File: config.mk
export PLATFORM = sky130hd
export DESIGN_NAME = bank_cmd_scheduler
export DESIGN_NICKNAME = d
export VERILOG_FILES = /design/src/rtl/bank_cmd_scheduler.sv
export SDC_FILE = /design/constraint.sdc
export NUM_CORES = 1
export LEC_CHECK = 0
export ABC_AREA = 1
export CAP_MARGIN = 20
export CORE_AREA = 2 2 191 99
export CTS_CLUSTER_DIAMETER = 200
export CTS_CLUSTER_SIZE = 14
export DETAILED_ROUTE_END_ITERATION = 10
export DIE_AREA = 0 0 193 101
export PLACE_DENSITY = 0.42
export SYNTH_ARGS = -nofsm -noshare
export SYNTH_HDL_FRONTEND = slang
export SYNTH_SLANG_ARGS = --single-unit
File: constraint.sdc
create_clock -name clk_in -period 1.6 [get_ports clk_in]
set_input_delay 0.4 -clock clk_in [delete_from_list [all_inputs] [get_ports clk_in]]
set_output_delay 0.4 -clock clk_in [all_outputs]
set_load 0.005 [all_outputs]
File: src/rtl/bank_cmd_scheduler.sv
// bank_cmd_scheduler
// Open-page DRAM command sequencer. It sits between the request queue and
// command_sender. It accepts one decoded request at a time and tracks the open
// row of every bank. It then emits the PRECHARGE / ACTIVATE / READ / WRITE
// sequence for that request, with the required spacing between commands.
//
// Optional feature macro: BANK_SCHED_CLOSED_PAGE_EN
//   When defined, every request ends with an automatic PRECHARGE of its bank.
//   Each access is therefore a closed-bank access: ACT, column command, PRE.
//   When undefined, rows stay open after an access (open-page).
//
// Ports:
//   clk_in          clock
//   rst_N_in        asynchronous active-low reset
//   req_valid_in    request present
//   req_ready_out   scheduler idle and able to accept (combinational)
//   req_write_in    1=write, 0=read
//   req_bg_in       bank group of the request
//   req_ba_in       bank within the group
//   req_row_in      row address
//   req_col_in      column address
//   cmd_out         0=READ 1=WRITE 2=ACTIVATE 3=PRECHARGE 7=NOP (registered)
//   valid_out       cmd_out carries a real command this cycle (registered)
//   bank_group_out  latched bank group of the request in flight
//   bank_out        latched bank of the request in flight
//   row_out         latched row
//   col_out         latched column
//   busy_out        a request is in flight (registered)

module bank_cmd_scheduler #(
  parameter int BANK_GROUPS        = 4,
  parameter int BANKS_PER_GROUP    = 2,
  parameter int ROW_BITS           = 8,
  parameter int COL_BITS           = 4,
  parameter int PRECHARGE_LATENCY  = 5,
  parameter int ACTIVATION_LATENCY = 8,
  parameter int BURST_CYCLES       = 8
) (
  input  logic                               clk_in,
  input  logic                               rst_N_in,
  input  logic                               req_valid_in,
  output logic                               req_ready_out,
  input  logic                               req_write_in,
  input  logic [$clog2(BANK_GROUPS)-1:0]     req_bg_in,
  input  logic [$clog2(BANKS_PER_GROUP)-1:0] req_ba_in,
  input  logic [ROW_BITS-1:0]                req_row_in,
  input  logic [COL_BITS-1:0]                req_col_in,
  output logic [2:0]                         cmd_out,
  output logic                               valid_out,
  output logic [$clog2(BANK_GROUPS)-1:0]     bank_group_out,
  output logic [$clog2(BANKS_PER_GROUP)-1:0] bank_out,
  output logic [ROW_BITS-1:0]                row_out,
  output logic [COL_BITS-1:0]                col_out,
  output logic                               busy_out
);

  localparam int BG_W   = $clog2(BANK_GROUPS);
  localparam int BA_W   = $clog2(BANKS_PER_GROUP);
  localparam int NBANK  = BANK_GROUPS * BANKS_PER_GROUP;
  localparam int IDX_W  = (NBANK > 1) ? $clog2(NBANK) : 1;
  localparam int MAX_LAT_A = (PRECHARGE_LATENCY > ACTIVATION_LATENCY) ?
                             PRECHARGE_LATENCY : ACTIVATION_LATENCY;
  localparam int MAX_LAT = (MAX_LAT_A > BURST_CYCLES) ? MAX_LAT_A : BURST_CYCLES;
  localparam int CNT_W   = $clog2(MAX_LAT) + 1;

  localparam logic [2:0] CMD_READ  = 3'd0;
  localparam logic [2:0] CMD_WRITE = 3'd1;
  localparam logic [2:0] CMD_ACT   = 3'd2;
  localparam logic [2:0] CMD_PRE   = 3'd3;
  localparam logic [2:0] CMD_NOP   = 3'd7;

  typedef enum logic [2:0] {
    IDLE,
    PRE,
    PRE_WAIT,
    ACT,
    ACT_WAIT,
    COL,
    RECOVER
`ifdef BANK_SCHED_CLOSED_PAGE_EN
    , AUTO_PRE
`endif
  } state_t;

  state_t               state, state_next;
  logic [CNT_W-1:0]     cnt, cnt_next;
  logic                 accept;
  logic [IDX_W-1:0]     req_idx;

  logic                 lat_write;
  logic [BG_W-1:0]      lat_bg;
  logic [BA_W-1:0]      lat_ba;
  logic [ROW_BITS-1:0]  lat_row;
  logic [COL_BITS-1:0]  lat_col;
  logic [IDX_W-1:0]     lat_idx;

  logic                 open_q [NBANK];
  logic [ROW_BITS-1:0]  row_q  [NBANK];

  logic [2:0]           cmd_d;
  logic                 valid_d;

  assign req_ready_out = (state == IDLE);
  assign accept        = req_valid_in && req_ready_out;
  assign req_idx       = IDX_W'(req_bg_in) * IDX_W'(BANKS_PER_GROUP) + IDX_W'(req_ba_in);

  // Next-state logic and the command for the current state. The wait counter
  // is loaded with latency-2 when a wait state is entered. The wait state then
  // lasts latency-1 cycles, so the following command lands exactly `latency`
  // cycles after the one that started the wait.
  always_comb begin
    state_next = state;
    cnt_next   = cnt;
    cmd_d      = CMD_NOP;
    valid_d    = 1'b0;
    case (state)
      IDLE: begin
        if (accept) begin
          if (open_q[req_idx] && (row_q[req_idx] == req_row_in)) begin
            state_next = COL;
          end else if (open_q[req_idx]) begin
            state_next = PRE;
          end else begin
            state_next = ACT;
          end
        end
      end
      PRE: begin
        cmd_d      = CMD_PRE;
        valid_d    = 1'b1;
        state_next = PRE_WAIT;
        cnt_next   = CNT_W'(PRECHARGE_LATENCY - 2);
      end
      PRE_WAIT: begin
        if (cnt == '0) begin
`ifdef BANK_SCHED_CLOSED_PAGE_EN
          // Banks are always closed between requests, so this wait only ever
          // follows the automatic precharge.
          state_next = IDLE;
`else
          state_next = ACT;
`endif
        end else begin
          cnt_next = cnt - 1'b1;
        end
      end
      ACT: begin
        cmd_d      = CMD_ACT;
        valid_d    = 1'b1;
        state_next = ACT_WAIT;
        cnt_next   = CNT_W'(ACTIVATION_LATENCY - 2);
      end
      ACT_WAIT: begin
        if (cnt == '0) begin
          state_next = COL;
        end else begin
          cnt_next = cnt - 1'b1;
        end
      end
      COL: begin
        cmd_d      = lat_write ? CMD_WRITE : CMD_READ;
        valid_d    = 1'b1;
        state_next = RECOVER;
        cnt_next   = CNT_W'(BURST_CYCLES - 2);
      end
      RECOVER: begin
        if (cnt == '0) begin
`ifdef BANK_SCHED_CLOSED_PAGE_EN
          state_next = AUTO_PRE;
`else
          state_next = IDLE;
`endif
        end else begin
          cnt_next = cnt - 1'b1;
        end
      end
`ifdef BANK_SCHED_CLOSED_PAGE_EN
      AUTO_PRE: begin
        cmd_d      = CMD_PRE;
        valid_d    = 1'b1;
        state_next = PRE_WAIT;
        cnt_next   = CNT_W'(PRECHARGE_LATENCY - 2);
      end
`endif
      default: begin
        state_next = IDLE;
      end
    endcase
  end

  // State, request latch, open-row table and registered outputs. A command
  // appears on the outputs in the cycle after the FSM sits in its state. That
  // delay gives the one-cycle latency from acceptance to the first command.
  always_ff @(posedge clk_in or negedge rst_N_in) begin
    if (!rst_N_in) begin
      state          <= IDLE;
      cnt            <= '0;
      lat_write      <= 1'b0;
      lat_bg         <= '0;
      lat_ba         <= '0;
      lat_row        <= '0;
      lat_col        <= '0;
      lat_idx        <= '0;
      for (int i = 0; i < NBANK; i++) begin
        open_q[i] <= 1'b0;
        row_q[i]  <= '0;
      end
      cmd_out        <= CMD_NOP;
      valid_out      <= 1'b0;
      bank_group_out <= '0;
      bank_out       <= '0;
      row_out        <= '0;
      col_out        <= '0;
      busy_out       <= 1'b0;
    end else begin
      state <= state_next;
      cnt   <= cnt_next;
      if (accept) begin
        lat_write <= req_write_in;
        lat_bg    <= req_bg_in;
        lat_ba    <= req_ba_in;
        lat_row   <= req_row_in;
        lat_col   <= req_col_in;
        lat_idx   <= req_idx;
      end
      if (state == PRE) begin
        open_q[lat_idx] <= 1'b0;
      end
`ifdef BANK_SCHED_CLOSED_PAGE_EN
      if (state == AUTO_PRE) begin
        open_q[lat_idx] <= 1'b0;
      end
`endif
      if (state == ACT) begin
        open_q[lat_idx] <= 1'b1;
        row_q[lat_idx]  <= lat_row;
      end
      cmd_out   <= cmd_d;
      valid_out <= valid_d;
      busy_out  <= (state_next != IDLE);
      if (state != IDLE) begin
        bank_group_out <= lat_bg;
        bank_out       <= lat_ba;
        row_out        <= lat_row;
        col_out        <= lat_col;
      end else begin
        bank_group_out <= '0;
        bank_out       <= '0;
        row_out        <= '0;
        col_out        <= '0;
      end
    end
  end

endmodule

==> results of run 1 <==
worst paths after layout:
kind                                       to  startpoint  depth (start not counted)  slack [ns]
worst min register to register      open_q[5]   open_q[5]                          2        0.47
max in group asynchronous          row_out[4]    rst_N_in                          3        0.58
min in group clk_in                 open_q[5]   open_q[5]                          2        0.47
worst min-delay path                lat_write    rst_N_in                          2        0.46
worst max register to register       busy_out    state[1]                         11        0.02
worst max-delay path            req_ready_out    state[1]                          4       -0.05
cells in the final DEF, fill, tap and decap left out, types with 2 or more instances in the layout:
cell | netlist | layout
a21oi_1 | 8 | 8
buf_4 | 1 | 41
buf_6 | 3 | 3
nor3_1 | 10 | 6
nor2_4 | 1 | 4
nor2_2 | 1 | 3
ha_1 | 2 | 2
buf_12 | 0 | 12
nor3_2 | 0 | 4
dlygate4sd2_1 | 0 | 21
dfrtp_1 | 112 | 111
nand2_1 | 203 | 197
clkdlybuf4s50_1 | 0 | 14
clkbuf_16 | 0 | 17
dfstp_2 | 3 | 3
inv_2 | 4 | 6
o21ai_0 | 89 | 85
clkbuf_8 | 0 | 4
o21ai_1 | 5 | 7
nand3_4 | 0 | 3
bufinv_16 | 0 | 5
nor2_1 | 63 | 58
inv_1 | 48 | 45
clkinv_2 | 0 | 3
nand2_4 | 0 | 2
a31oi_1 | 2 | 2
nand3_1 | 41 | 36
nand3_2 | 0 | 2
o211ai_1 | 2 | 2
nand2_2 | 1 | 4
synth_stat cells (2+ instances only):
cell type,n,area share [%]
inv_1,48,3.5
buf_6,3,0.66
inv_2,4,0.29
nand2_1,203,15
clkbuf_1,10,0.74
dfrtp_1,112,55
buf_2,10,0.98
ha_1,2,0.49
o211ai_1,2,0.29
nor3_1,10,0.98
o21ai_0,89,8.7
o21ai_1,5,0.49
dfstp_2,3,1.5
a31oi_1,2,0.25
a21oi_1,8,0.79
nor2_1,63,4.6
nand3_1,41,4.0
state kept, by name (all words and copies together) (netlist names), named ones only:
register and cells:
busy_out 1, bank_group_out 2, lat_bg 2, open_q 7
valid_out 1, state 3, row_q 64, lat_col 4
row_out 8, col_out 4, lat_idx 1, cnt 4
bank_out 1, lat_row 8, lat_write 1, cmd_out 3
power groups by stage:
stage | clock (W) | combinational [W] | sequential [W]
after global placement | 0 | 0.00358 | 0.00456
after floorplan | 0 | 0.00199 | 0.00448
after detailed placement | 0 | 0.00364 | 0.00457
after global routing | 0.00451 | 0.00447 | 0.00468
final | 0.00426 | 0.00394 | 0.00456
after CTS | 0.00436 | 0.00365 | 0.00454
repair_timing:
action	CTS	global route
pin swaps	5	11
gates resized for setup	42	36
buffers inserted	5	6
setup endpoints to repair	23	55
hold buffers	1	0
gates cloned	1	0
endpoints found under the hold margin	12	0
metrics by stage:
step | util, % | power (W) | instance area (µm²) | hold slack [ns] | std cells
3_3_place_gp | 34.22 | 0.008140 | 6143 | 0.3464 | 925
6_report | 39.34 | 0.01275 | 7064 | 0.4552 | 968
5_1_grt | 39.34 | 0.01367 | 7064 | 0.4748 | 968
2_1_floorplan | - | 0.006474 | 5100 | 0.1044 | 626
3_5_place_dp | 34.22 | 0.008212 | 6143 | 0.3474 | 925
4_1_cts | 38.44 | 0.01256 | 6902 | 0.4538 | 963
cells by family (layout without fill, tap and decap cells):
logic type               Yosys count  in the layout
multiplexers                       1              1
XOR/XNOR                           1              1
AO/OA/AOI/OAI                    107            107
buffers and inverters             78            180
AND/OR/NAND/NOR                  322            322
adder cells (fa/ha/maj)            2              2
flip-flops                       115            115
layout make-up:
cell class / count / area (µm²) / area share, %
timing repair buffer: 96 / 970.9 / 13.74
clock buffer: 22 / 484.2 / 6.854
sequential: 115 / 2883 / 40.81
inverter: 53 / 203.9 / 2.887
clock inverter: 9 / 173.9 / 2.462
multi-input combinational: 433 / 2048 / 28.99
tap: 240 / 300.3 / 4.251
worst register-to-register path: cells and delay by family, from the launching register on:
kind                   cells  cell delay, ns
buffers and inverters      2            0.23
AND/OR/NAND/NOR            8            0.76
flip-flops                 1            0.39
AO/OA/AOI/OAI              1            0.07
layer usage:
layer	global-route usage [%]	vias to the layer above	share of wire [%]
li1	-	2183	-
met1	28.81	2126	57
met2	22.11	94	38
met3	4.212	12	4.7
met4	5.361	0	0.74
met5	0	-	0
==> out/metrics.sh, run 1 <==
DP_HPWL_UM=10910
DIE_Y_UM=101
WORST_PATH_LARGEST_CELL_DELAY_NS=0.39
IO_BUFFER_COUNT=39
CTS_TREE='built'
CRIT_PATH_CELL_TRACE='inv_2 > nand2_4 > nor2_4 > buf_2'
PERIOD_NEEDED_NS=1.652
SLEW-LIMIT-HEADROOM_PCT=69.14
CLOCK_LATENCY_NS=0.41
DESIGN.CORE.AREA_UM2=17950
SYNTH.DISTINCT_CELLS=28
SYNTHXORXNORAREAFRAC_PCT=0.1717
MAX_CLOCK_FREQ_MHz=605.3
CLASS_OF_THE_TIGHTEST_HOLD_OR_REMOVAL_CHECK='primary input to asynchronous set/reset pin'
BOUNDARYPINS=40
PLACE_CONGESTION=0.8233
CRITICAL_PATH.MAX_FANOUT=2
SYNTH_ADDER_AREA_SHARE_PCT=0.4907
DRT-TOTAL-WL_UM=15990
COMB_POWER_SHARE_PCT=30.9
SETUP_SLACK_NS=-0.05219
MASTER_OF_THE_SLOWEST_INSTANCE_ON_THE_CRITICAL_PATH='dfrtp_1'
MAPPEDNETLISTNETS=647
MUXSHAREOFSYNTHAREA_PCT=0.2208
FIRST_PASS_ITERS=5
GRT_OVERFLOW_TOTAL=0
SWITCHING_POWER_OF_THE_NETS_W=0.004252
FINAL_LAYOUT_SIZE_SUFFIX_GT1_SHARE_PCT=17.58
ROUTEDWLPERCELL_UM=16.52
SYNTH_ASYNC_SR_FLOP_SHARE_PCT=100.0
SYNTHESIS.INSTANCES=626
TRITONCTS_NUM_SINKS=115
CTS.ROOT.BUFFER_CELL='clkbuf_16'
OUTCOME='complete, but fails checks'
SETUP_CLOCK_SKEW_AFTER_LAYOUT_NS=0.007855
DRC=0
CLOCK_PATH_BUFFERS=2
PREDOMINANT_POST_SYNTHESIS_FLOP_CELL='dfrtp_1'
P_PER_AREA_nW_PER_UM2=1806
SYNTHTOLAYOUTAREAGROWTH_PCT=38.52
CLOCK_POWER_SHARE_PCT=33.4
PLACE_WS_NS=-0.6845
DRTITER0DRC=360
ANT_NETS=0
NUMBER_OF_SYNTHESIZED_FLOPS_WITH_AN_ENABLE_PIN=0
GRT_FIRST_PASS_WIRELENGTH_UM=24990
CTS-BUFFERS-INSERTED=17
FAILED_CHECKS='negative setup slack'
POWER.SWITCHING_FRACTION_PCT=33.33
WORST-ENDPOINT-ARRIVAL_NS=1.25
GRT_ANTENNA_BEFORE_REPAIR=1
POWER.SHARE.SEQUENTIAL_PCT=35.7
SYNTH_COMPOUND_AREA_SHARE_PCT=10.79
FIRST_GLOBAL_VIAS=4213
DIEWIDTH_UM=193
GRT_SETUP_UNREPAIRED='true'
SETUP_VIOL=1
CTS-HTREE-LEVELS=4
WORST-PATH-BUF-INV=2
WORST-SLEW-PIN-TRANSITION_NS=0.4624
POWER.LEAKAGE_nW=3.420
GROUTE.USAGE.OVERALL_PCT=17.70
PATH_CLASS='flip-flop to output port'
CRITPATHLAUNCHTYPE='flip-flop'
COMBINATIONAL_FAMILY_WITH_THE_MOST_AREA_AFTER_SYNTHESIS='simple AND/OR/NAND/NOR gates'
FLOPS_LATCHES_SYNTH=115
DRV.MAX_CAP_VIOLATION_COUNT=0
NUM_ANTENNA_CELLS=0
NUM_VIAS=4415
HOLD_VIOLATIONS=0
NUM_ROWS=35
YOSYSWARNINGCOUNT=0
POST_SYNTH_AND_OR_NAND_NOR_AREA_FRACTION_PCT=25.32
INITIAL_CORE_UTIL_PCT=28.40
TIMING.CRITICAL_PATH.MAX_DELAY_FAMILY='flip-flops'
LAYOUT.FILLER_CELLS=1821
ENDPOINT_KIND='output port'
GRT_MAX_DEGREE=35
PERIOD_SHARE_PCT=103.3
YOSYSSEQAREASHARE_PCT=56.50
SLEW_VIOLATIONS=0
SYNTHESIS.AREA_UM2=5100
CRIT_REQUIRED_NS=1.20
INTERNAL_POWER_W=0.008503
FIN_TNS_SETUP_NS=-0.05219
ROUTED_VIA_DENSITY=4.561
SYNTHESIS.AREA_PER_INSTANCE_UM2=8.147
FP.DIEAREA_UM2=19490
PEAKVDDDROP_V=0.0007893
DESIGN.FINAL.NETS=737
CLOCK_PIN_SLEW_OF_THE_REGISTERS_ON_THE_WORST_CASE_SETUP_AND_HOLD_PATHS_NS=0.05
Power figures use the tool's default switching activity.
==> run 2: changes to the inputs <==
--- a/config.mk
+++ b/config.mk
@@ -13,6 +13,7 @@
 export DETAILED_ROUTE_END_ITERATION = 10
 export DIE_AREA = 0 0 193 101
 export PLACE_DENSITY = 0.42
+export REMOVE_ABC_BUFFERS = 1
 export SYNTH_ARGS = -nofsm -noshare
 export SYNTH_HDL_FRONTEND = slang
 export SYNTH_SLANG_ARGS = --single-unit
==> run 2 against run 1 <==
Largest cell class unchanged. Die area unchanged. Critical path depth increased by 1. Combinational power about the same. Fmax decreased by 3.9%. Total power about the same. The run still ends with negative setup slack left. Sequential cell count unchanged. Clock skew increased by 0.0033 ns.
==> out/metrics.sh, run 2 (same netlist as run 1, synthesis figures left out) <==
OUTCOME='complete, but fails checks'
FAILED_CHECKS='negative setup slack'
PERIOD_NEEDED_NS=1.720  # +0.06736 ns
CTS_TREE='built'
SYNTHTOLAYOUTAREAGROWTH_PCT=39.84
NUM_VIAS=4410  # -0.11%
IO_BUFFER_COUNT=39  # unchanged
GROUTE.USAGE.OVERALL_PCT=17.70  # about the same
DRTITER0DRC=241  # -33%
DRC=0  # unchanged
CRIT_PATH_FREQUENT_CELL='buf_6'
FINAL_COMMON_CELL='nand2_1'
GRT_ANTENNA_BEFORE_REPAIR=0  # -1
CTS-BUFFERS-INSERTED=17  # unchanged
MAX_CLOCK_FREQ_MHz=581.5  # -3.9%
CLOCK_PATH_BUFFERS=2  # unchanged
DP_HPWL_UM=10810  # -0.92%
TRITONCTS_NUM_SINKS=115  # unchanged
CLOCK_LATENCY_NS=0.42  # about the same
P_TOTAL_W=0.01274  # about the same
INITIAL_CORE_UTIL_PCT=28.40  # unchanged
FINAL_LAYOUT_SIZE_SUFFIX_GT1_SHARE_PCT=18.61  # +1.0 points
DRT-TOTAL-WL_UM=15920  # -0.43%
NUM_ROWS=35  # unchanged
WORST-PATH-BUF-INV=3  # +1
CRIT_REQUIRED_NS=1.20  # about the same
POWER.LEAKAGE_nW=3.468  # +1.4%
PLACE_WS_NS=-0.8643  # -0.1799 ns
REG2REG_TO='busy_out'
PLACE_CONGESTION=0.8373  # +1.7%
FINAL_UTIL_PCT=39.72  # +0.38 points
TIMING.CRITICAL_PATH.MAX_DELAY_FAMILY='flip-flops'
SETUP_SLACK_NS=-0.1196  # -0.06736 ns
DESIGN.FINAL.NETS=744  # +0.95%
PERIOD_SHARE_PCT=107.5  # +4.2 points
PEAKVDDDROP_V=0.0007945  # +0.66%
GRT_SETUP_UNREPAIRED='true'
GRT_FIRST_PASS_WIRELENGTH_UM=25020  # +0.11%
LARGEST_REGISTER_FF_COUNT=64  # unchanged
ENDPOINT_KIND='output port'
P_PER_AREA_nW_PER_UM2=1787  # -1.0%
WORST_PATH_LARGEST_CELL_DELAY_NS=0.39  # about the same
TOP_REGS='row_q: 64 flops, lat_row: 8 flops, row_out: 8 flops'
MASTER_OF_THE_SLOWEST_INSTANCE_ON_THE_CRITICAL_PATH='dfrtp_1'
DETAILED_PLACE.AREA_UM2=6243  # +1.6%
DRV.MAX_CAP_VIOLATION_COUNT=0  # unchanged
CLASS_OF_THE_TIGHTEST_HOLD_OR_REMOVAL_CHECK='primary input to asynchronous set/reset pin'
LAYOUT.FILLER_CELLS=1800  # -1.2%
ROUTED_VIA_DENSITY=4.518  # -0.93%
SETUP_VIOL=2  # +1
FINAL_CELL_MIX='nand2_1 (198), dfrtp_1 (109), o21ai_0 (86)'
PATH_CLASS='flip-flop to output port'
SETUP_CLOCK_SKEW_AFTER_LAYOUT_NS=0.01118  # +0.003322 ns
NUM_ANTENNA_CELLS=0  # unchanged
CTS-HTREE-LEVELS=4  # unchanged
FIRST_GLOBAL_VIAS=4243  # +0.71%
DESIGN_AREA_UM2=7132  # +0.96%
FP.DIEAREA_UM2=19490  # unchanged
DESIGN.CORE.AREA_UM2=17950  # unchanged
R2R_CELLS=12  # +1
WORST-SLEW-PIN-TRANSITION_NS=0.3288  # -0.1337 ns
GRT_MAX_DEGREE=42  # +20%
ANT_NETS=0  # unchanged
WORST-ENDPOINT-ARRIVAL_NS=1.32  # +0.07 ns
ROUTEDWLPERCELL_UM=16.31  # -1.2%
CRITICAL_PATH.MAX_FANOUT=2  # unchanged
FIN_TNS_SETUP_NS=-0.1735  # -0.1213 ns
CLOCK_PIN_SLEW_OF_THE_REGISTERS_ON_THE_WORST_CASE_SETUP_AND_HOLD_PATHS_NS=0.06  # about the same
SLEW_VIOLATIONS=0  # unchanged
CTS.ROOT.BUFFER_CELL='clkbuf_16'
HOLD_VIOLATIONS=0  # unchanged
CRIT_PATH_CELL_TRACE='inv_2 > nand2_4 > nor2_4 > buf_6 > buf_6'
REGTOREGSTARTPOINT='state[1]'
DIE_Y_UM=101  # unchanged
SLEW-LIMIT-HEADROOM_PCT=78.06  # +8.9 points
REGMOSTFLOPS='row_q'
GRT_OVERFLOW_TOTAL=0  # unchanged
DIEWIDTH_UM=193  # unchanged
BOUNDARYPINS=40  # unchanged
CRITPATHLAUNCHTYPE='flip-flop'
TIMING.REG2REG.SETUP_SLACK_NS=-0.05  # -0.07 ns
FIRST_PASS_ITERS=5  # unchanged
-- run 2: cell types whose count changed in the layout (fill, tap and decap cells not counted), moves of 2 or more --
cell,delta
buf_4,+3
inv_2,-2
dfrtp_2,+2
buf_12,+2
dfrtp_1,-2
clkinv_2,+2
clkbuf_8,+2
inv_1,+2
buf_6,+3
nand3_4,-2
-- run 2: worst max path at each step --
stage,from,depth (start not counted),endpoint
after floorplan,state[0],11,busy_out
after global placement,req_ba_in,11,busy_out
after detailed placement,req_ba_in,11,busy_out
after CTS,state[1],5,req_ready_out
after global routing,state[0],5,req_ready_out
final,state[1],5,req_ready_out
-- run 2: layout make-up --
cell class                      count  area, µm²  area share (%)
Clock inverter                      9      147.6           2.070
Timing Repair Buffer              103       1066           14.95
Sequential cell                   115       2885           40.46
Multi-Input combinational cell    433       2022           28.35
Clock buffer                       23      508.0           7.123
Inverter                           53      202.7           2.842
Tap cell                          240      300.3           4.211
-- run 2: power breakdown --
part | leakage, nW | internal (W) | total (W) | switching (W)
sequential | 1.48 | 0.00401 | 0.00461 | 0.000592
clock | 0.325 | 0.00284 | 0.00421 | 0.00136
combinational | 1.66 | 0.00167 | 0.00393 | 0.00226
-- run 2: repair_timing --
action,CTS,global route
gates cloned,1,0
endpoints found under the hold margin,12,0
gates resized for setup,47,28
hold buffers,1,0
pin swaps,7,9
endpoints found under the setup margin,23,44
buffers inserted,8,0
-- run 2: metal layers --
metal | vias to the layer above | GRT usage, % | share of wire, %
met5 | - | 0 | 0
li1 | 2187 | - | -
met2 | 102 | 23.10 | 39
met4 | 0 | 4.371 | 0.55
met3 | 8 | 4.386 | 4.7
met1 | 2113 | 28.30 | 56
-- run 2: stage by stage --
stage,std cells,hold slack [ns]
global placement,935,0.2876
finish,976,0.4084
CTS,977,0.4020
global route,976,0.4103
floorplan,601,0.1044
detailed placement,935,0.2860
-- run 2: worst reg2reg max path: cells and delay by family (launching register included) --
| family | cells | cell delay (ns) |
|---|---|---|
| AOI/OAI and AO/OA | 1 | 0.05 |
| DFF | 1 | 0.39 |
| buffers and inverters | 3 | 0.33 |
| and+or+nand+nor | 8 | 0.76 |
==> variant 1, RTL diff (settings of run 1) <==
The parameter `COL_BITS` goes from 4 to 3.
--- a/src/rtl/bank_cmd_scheduler.sv
+++ b/src/rtl/bank_cmd_scheduler.sv
@@ -31,7 +31,7 @@
   parameter int BANK_GROUPS        = 4,
   parameter int BANKS_PER_GROUP    = 2,
   parameter int ROW_BITS           = 8,
-  parameter int COL_BITS           = 4,
+  parameter int COL_BITS           = 3,
   parameter int PRECHARGE_LATENCY  = 5,
   parameter int ACTIVATION_LATENCY = 8,
   parameter int BURST_CYCLES       = 8
Interface: changed (resized col_out and req_col_in); port bits go from 40 to 38. No check against the original RTL was run, so the function may have changed too.
==> variant 1 against run 1 <==
The run still ends with negative setup slack left; non-clock buffer count fell by 3; power fell by 1.4%; worst hold slack lost 440 ps; synthesized area decreased by 0.34%; cell count grew 1.1%; final area is 1.8% lower; via count increased by 0.25%; sequential cell count decreased by 2; routed wire length decreased by 2.7%; clock skew is 1.5 ps higher; synthesized cell count grew 1.9%; worst setup slack got worse by 43 ps; combinational power is 5.8% higher; first-iteration DRC count is 10% lower; largest cell class unchanged.
==> variant 1: results (changes against run 1) <==
| Metric | Value |
|---|---|
| RR Endpoint | busy_out |
| Most flops, register | row_q |
| Worst Path Arrival | 1300 ps (+50 ps) |
| Reg2Reg Depth | 11 (unchanged) |
| Clk_lat worst skew | 410 ps (about the same) |
| Main synth FF type | dfrtp_1 |
| Layout cell share with drive strength beyond 1 | 17.5% (-0.13 points) |
| Vias | 4,426 (+0.25%) |
| Vias in the first global route | 4,339 (+3.0%) |
| Cell accounting for the most synthesized area | dfrtp_1 |
| Syn nets | 658 (+1.7%) |
| Largest net degree at the start of global routing | 88 (+150%) |
| Failing checks | negative setup slack |
| Fillers | 1,849 (+1.5%) |
| First-pass GRT wire length | 24.4 mm (-2.5%) |
| Number of port buffers | 37 (-5.1%) |
| RR Startpoint | state[1] |
| Synth top area cells | dfrtp_1, nand2_1, o21ai_0, inv_1, nand3_1 |
| Post-synthesis cell type count | 25 (-11%) |
| Largest regs | row_q x64, lat_row x8, row_out x8 |
| Final GP Congestion | 0.776 (-5.7%) |
| Setup TNS | -186 ps (-133 ps) |
| # diodes | 0 (unchanged) |
| Clk pin slew, worst setup/hold paths | approximately 60 ps |
| Final setup skew | 9.35 ps (+1.50 ps) |
| Final nets | 746 (+1.2%) |
| Delay-heaviest family, CP | flip-flops |
| Register area share after synthesis | 55.7% (-0.79 points) |
| Slowest cell on crit path | dfrtp_1 |
| Fin worst setup slack | -95.5 ps (-43.3 ps) |
| Run status | complete, but fails checks |
| Max reg flops | 64 (unchanged) |
| Drc violations | 0 (unchanged) |
| Dpl cell area | 6120 um2 (-0.41%) |
| WL/cell | 15.9 um (-3.8%) |
| Worst IR drop on VDD | 0.000713 V (-9.6%) |
| Max incr delay on CP | 380 ps |
| Post-synth ARST share | 100% (unchanged) |
| Yosys warnings | 0 (unchanged) |
| DRT Pass-1 Iters | 5 (unchanged) |
| Initial antenna violation count | 0 (-1) |
| Crit path max fanout | 2 (unchanged) |
| H-tree Lvls | 4 (unchanged) |
| Relative slew margins | 66.0% (-3.2 points) |
| Pleak | 3.39 nW (-0.94%) |
| CTS buffer count | 17 (unchanged) |
| Root Buffer | clkbuf_16 |
| Most instantiated cells after synthesis | nand2_1, dfrtp_1, o21ai_0 |
| HPWL Detailed | 10.3 mm (-5.6%) |
| DRT iter0 DRCs | 324 (-10%) |
| R2R setup slack | -50 ps (-70 ps) |
| # setup viols final | 3 (+2) |
| HP Class | primary input to asynchronous set/reset pin |
| Total track usage | 17.1% (-0.60 points) |
| CTS Buffer Depth | 2 (unchanged) |
variant 1: cell type report:
class	instances	area (um2)	share of cell area [%]
sequential	113	2830	40.8
timing repair buffer	93	936	13.5
clock inverter	9	105	1.51
inverter	63	241	3.48
clock buffer	23	488	7.03
tap	240	300	4.33
multi-input combinational	438	2040	29.3
variant 1: per-stage QoR:
stage / hold slack [ps] / worst slack [ps] / instances
after floorplan: 104 / 93.8 / 638
after global placement: 449 / -594 / 934
after detailed placement: 454 / -639 / 934
after CTS: 17.5 / -132 / 971
after global routing: 30.6 / -152 / 979
final: 14.1 / -95.5 / 979
variant 1: report_power, final:
part           internal, W  switching, W
registers          0.00402      0.000572
clock network      0.00245       0.00136
logic              0.00169       0.00249
variant 1: per-layer routing:
metal | global-route usage (%) | wire length [um]
met5 | 0 | 0
met2 | 23.6 | 6220
met3 | 4.77 | 855
met1 | 26.0 | 8410
met4 | 4.02 | 73
variant 1: cell families after synthesis:
| family | share of synthesized area, % |
|---|---|
| AND/OR/NAND/NOR | 26.2 |
| flip-flops | 55.7 |
| AO/OA/AOI/OAI | 10.7 |
| buffers and inverters | 6.97 |
| adder cells (fa/ha/maj) | 0.492 |
variant 1: how the worst max path moves through the flow:
| stage | from | to | slack (ps) | cells past startpoint |
|---|---|---|---|---|
| final | state[1] | req_ready_out | -100 | 5 |
| after global routing | state[1] | req_ready_out | -150 | 5 |
| after CTS | state[0] | req_ready_out | -130 | 4 |
| after detailed placement | req_ba_in | busy_out | -640 | 13 |
| after global placement | req_ba_in | busy_out | -590 | 13 |
| after floorplan | state[2] | cnt[3] | 90 | 7 |
variant 1: timing repair:
action,in CTS,in global routing
gates resized for setup,42,34
setup buffers,5,8
gates cloned,0,1
setup endpoints to repair,25,76
pin swaps,6,12
==> variant 2, RTL diff (config.mk and constraints of run 1) <==
Made on the original files. Re-encode `state_t` (7 states) as Gray code, 3 bits wide.
--- a/src/rtl/bank_cmd_scheduler.sv
+++ b/src/rtl/bank_cmd_scheduler.sv
@@ -70,13 +70,13 @@
   localparam logic [2:0] CMD_NOP   = 3'd7;
 
   typedef enum logic [2:0] {
-    IDLE,
-    PRE,
-    PRE_WAIT,
-    ACT,
-    ACT_WAIT,
-    COL,
-    RECOVER
+    IDLE     = 3'b000,
+    PRE      = 3'b001,
+    PRE_WAIT = 3'b011,
+    ACT      = 3'b010,
+    ACT_WAIT = 3'b110,
+    COL      = 3'b111,
+    RECOVER  = 3'b101
 `ifdef BANK_SCHED_CLOSED_PAGE_EN
     , AUTO_PRE
 `endif
Formal check against the unedited RTL: no difference found for any inputs over 10 cycles, from zero or initial values and one cycle with rst_N_in low; not proved beyond that.
==> variant 2 against run 1 <==
The flow still finishes with violations (negative setup slack); count of clock-buffer cells in the layout shrank 4; power increased by 1.8%; worst setup slack worse by 75 ps; combinational power is 11% higher; routed wire length up 10%; critical endpoint unchanged; synthesized cell count increased by 4.0%; critical path type unchanged; sequential cell count unchanged; final area rose by 3.9%; cell count increased by 4.6%; register-to-register slack worse by 130 ps; synthesized area rose by 1.1%; worst hold slack worse by 44 ps.
==> variant 2: results (changes against run 1) <==
| Metric | Value |
|---|---|
| Failing checks | negative setup slack |
| # diodes | 0 (unchanged) |
| # setup viols final | 37 (+36) |
| DRT iter0 DRCs | 465 (+29%) |
| Dpl cell area | 6230 um2 (+1.4%) |
| HPWL Detailed | 11.8 mm (+8.2%) |
| M1 WL | 10.1 mm (+11%) |
| Largest net degree at the start of global routing | 56 (+60%) |
| Number of port buffers | 39 (unchanged) |
| Initial antenna violation count | 0 (-1) |
| Post-synthesis cell type count | 23 (-18%) |
| Post-Route WL | 17.7 mm (+10%) |
| Worst hold margin | 411 ps (-43.7 ps) |
| Routed wl met2 | 6.32 mm (+4.9%) |
| RR Endpoint | row_q[61] |
| First-pass GRT wire length | 25.7 mm (+3.0%) |
| Multiplexer area fraction after synthesis | 0% (-0.22 points) |
| Total track usage | 18.1% (+0.41 points) |
| Clk_lat worst skew | ~420 ps |
| Synth Area in Adders | 0.243% (-0.25 points) |
| Slowest cell on crit path | dfrtp_1 |
| Final nets | 780 (+5.8%) |
| Synth top area cells | dfrtp_1, nand2_1, o21ai_0, inv_1, nand3_1 |
| Worst IR drop on VDD | 0.000738 V (-6.6%) |
| Vias | 4,636 (+5.0%) |
| Most instantiated cells after synthesis | nand2_1, dfrtp_1, o21ai_0 |
| Slew of the pin with the lowest slew margin | 457 ps (-5.03 ps) |
| Max Cap Violations | 0 (unchanged) |
| R2R setup slack | -110 ps (-130 ps) |
| Reg2Reg Depth | 12 (+1) |
| DR WL met3 | 1.10 mm (+48%) |
| Vias in the first global route | 4,331 (+2.8%) |
| Fin worst setup slack | -127 ps (-74.9 ps) |
| Layout cell share with drive strength beyond 1 | 21.2% (+3.6 points) |
| Syn nets | 671 (+3.7%) |
| Pleak | 3.56 nW (+4.1%) |
| Synth Area in XOR/XNOR | 0.170% (-0.0019 points) |
| Worst Setup SP | state[0] |
| Register area share after synthesis | 55.9% (-0.62 points) |
| Final setup skew | 11.7 ps (+3.81 ps) |
| Worst Path Arrival | 1330 ps (+80 ps) |
| Crit path max fanout | 3 (+1) |
| Delay-heaviest family, CP | flip-flops |
| CTS buffer count | 17 (unchanged) |
| Run status | complete, but fails checks |
| Main synth FF type | dfrtp_1 |
| Synth Area in Compound Gates | 9.92% (-0.87 points) |
| HP Class | primary input to asynchronous set/reset pin |
| Final GP Congestion | 0.874 (+6.2%) |
| Largest regs | row_q x64, lat_row x8, row_out x8 |
| Fillers | 1,815 (-0.33%) |
| Post-synth ARST share | 100% (unchanged) |
-- variant 2: cell types whose count changed after synthesis, moves of 3 or more --
cell | run 1 | this run
inv_1 | 48 | 80
nand2_1 | 203 | 218
nand3_1 | 41 | 52
nor2_1 | 63 | 43
o21ai_1 | 5 | 2
-- variant 2: power by group --
part / switching [W] / internal, W
clock network: 0.00151 / 0.00219
logic: 0.00261 / 0.00176
registers: 0.000746 / 0.00416
-- variant 2: kinds of logic after synthesis --
group                    count (synthesis)
AND/OR/NAND/NOR                        327
flip-flops                             115
buffers and inverters                  106
AO/OA/AOI/OAI                          101
XOR/XNOR                                 1
adder cells (fa/ha/maj)                  1
-- variant 2: what timing repair did --
action / 4_1_cts / 5_1_grt
endpoints found under the hold margin: 10 / 0
buffers inserted: 1 / 9
pin swaps: 4 / 10
cloned: 0 / 10
hold buffers: 1 / 0
resized for setup: 41 / 101
setup endpoints to repair: 31 / 79
-- variant 2: cell type report --
class | count | area share, %
Sequential cell | 115 | 39.3
Clock inverter | 14 | 1.77
Tap cell | 240 | 4.09
Multi-Input combinational cell | 430 | 27.9
Timing Repair Buffer | 112 | 16.6
Inverter | 84 | 4.42
Clock buffer | 18 | 5.98
-- variant 2: per-stage QoR --
step / cells / utilization (%) / setup TNS, ps / setup slack, ps / power (W)
floorplan: 651 / - / 0 / 87.7 / 0.00680
global placement: 960 / 34.7 / -3240 / -783 / 0.00870
detailed placement: 960 / 34.7 / -3270 / -787 / 0.00875
CTS: 994 / 38.1 / -182 / -182 / 0.0124
global route: 1013 / 40.9 / -7910 / -197 / 0.0139
finish: 1013 / 40.9 / -1660 / -127 / 0.0130
-- variant 2: routing by layer --
metal,track usage [%],vias up
met5,0,-
met4,4.55,0
met3,4.46,12
met2,20.8,139
met1,31.2,2213
li1,-,2272
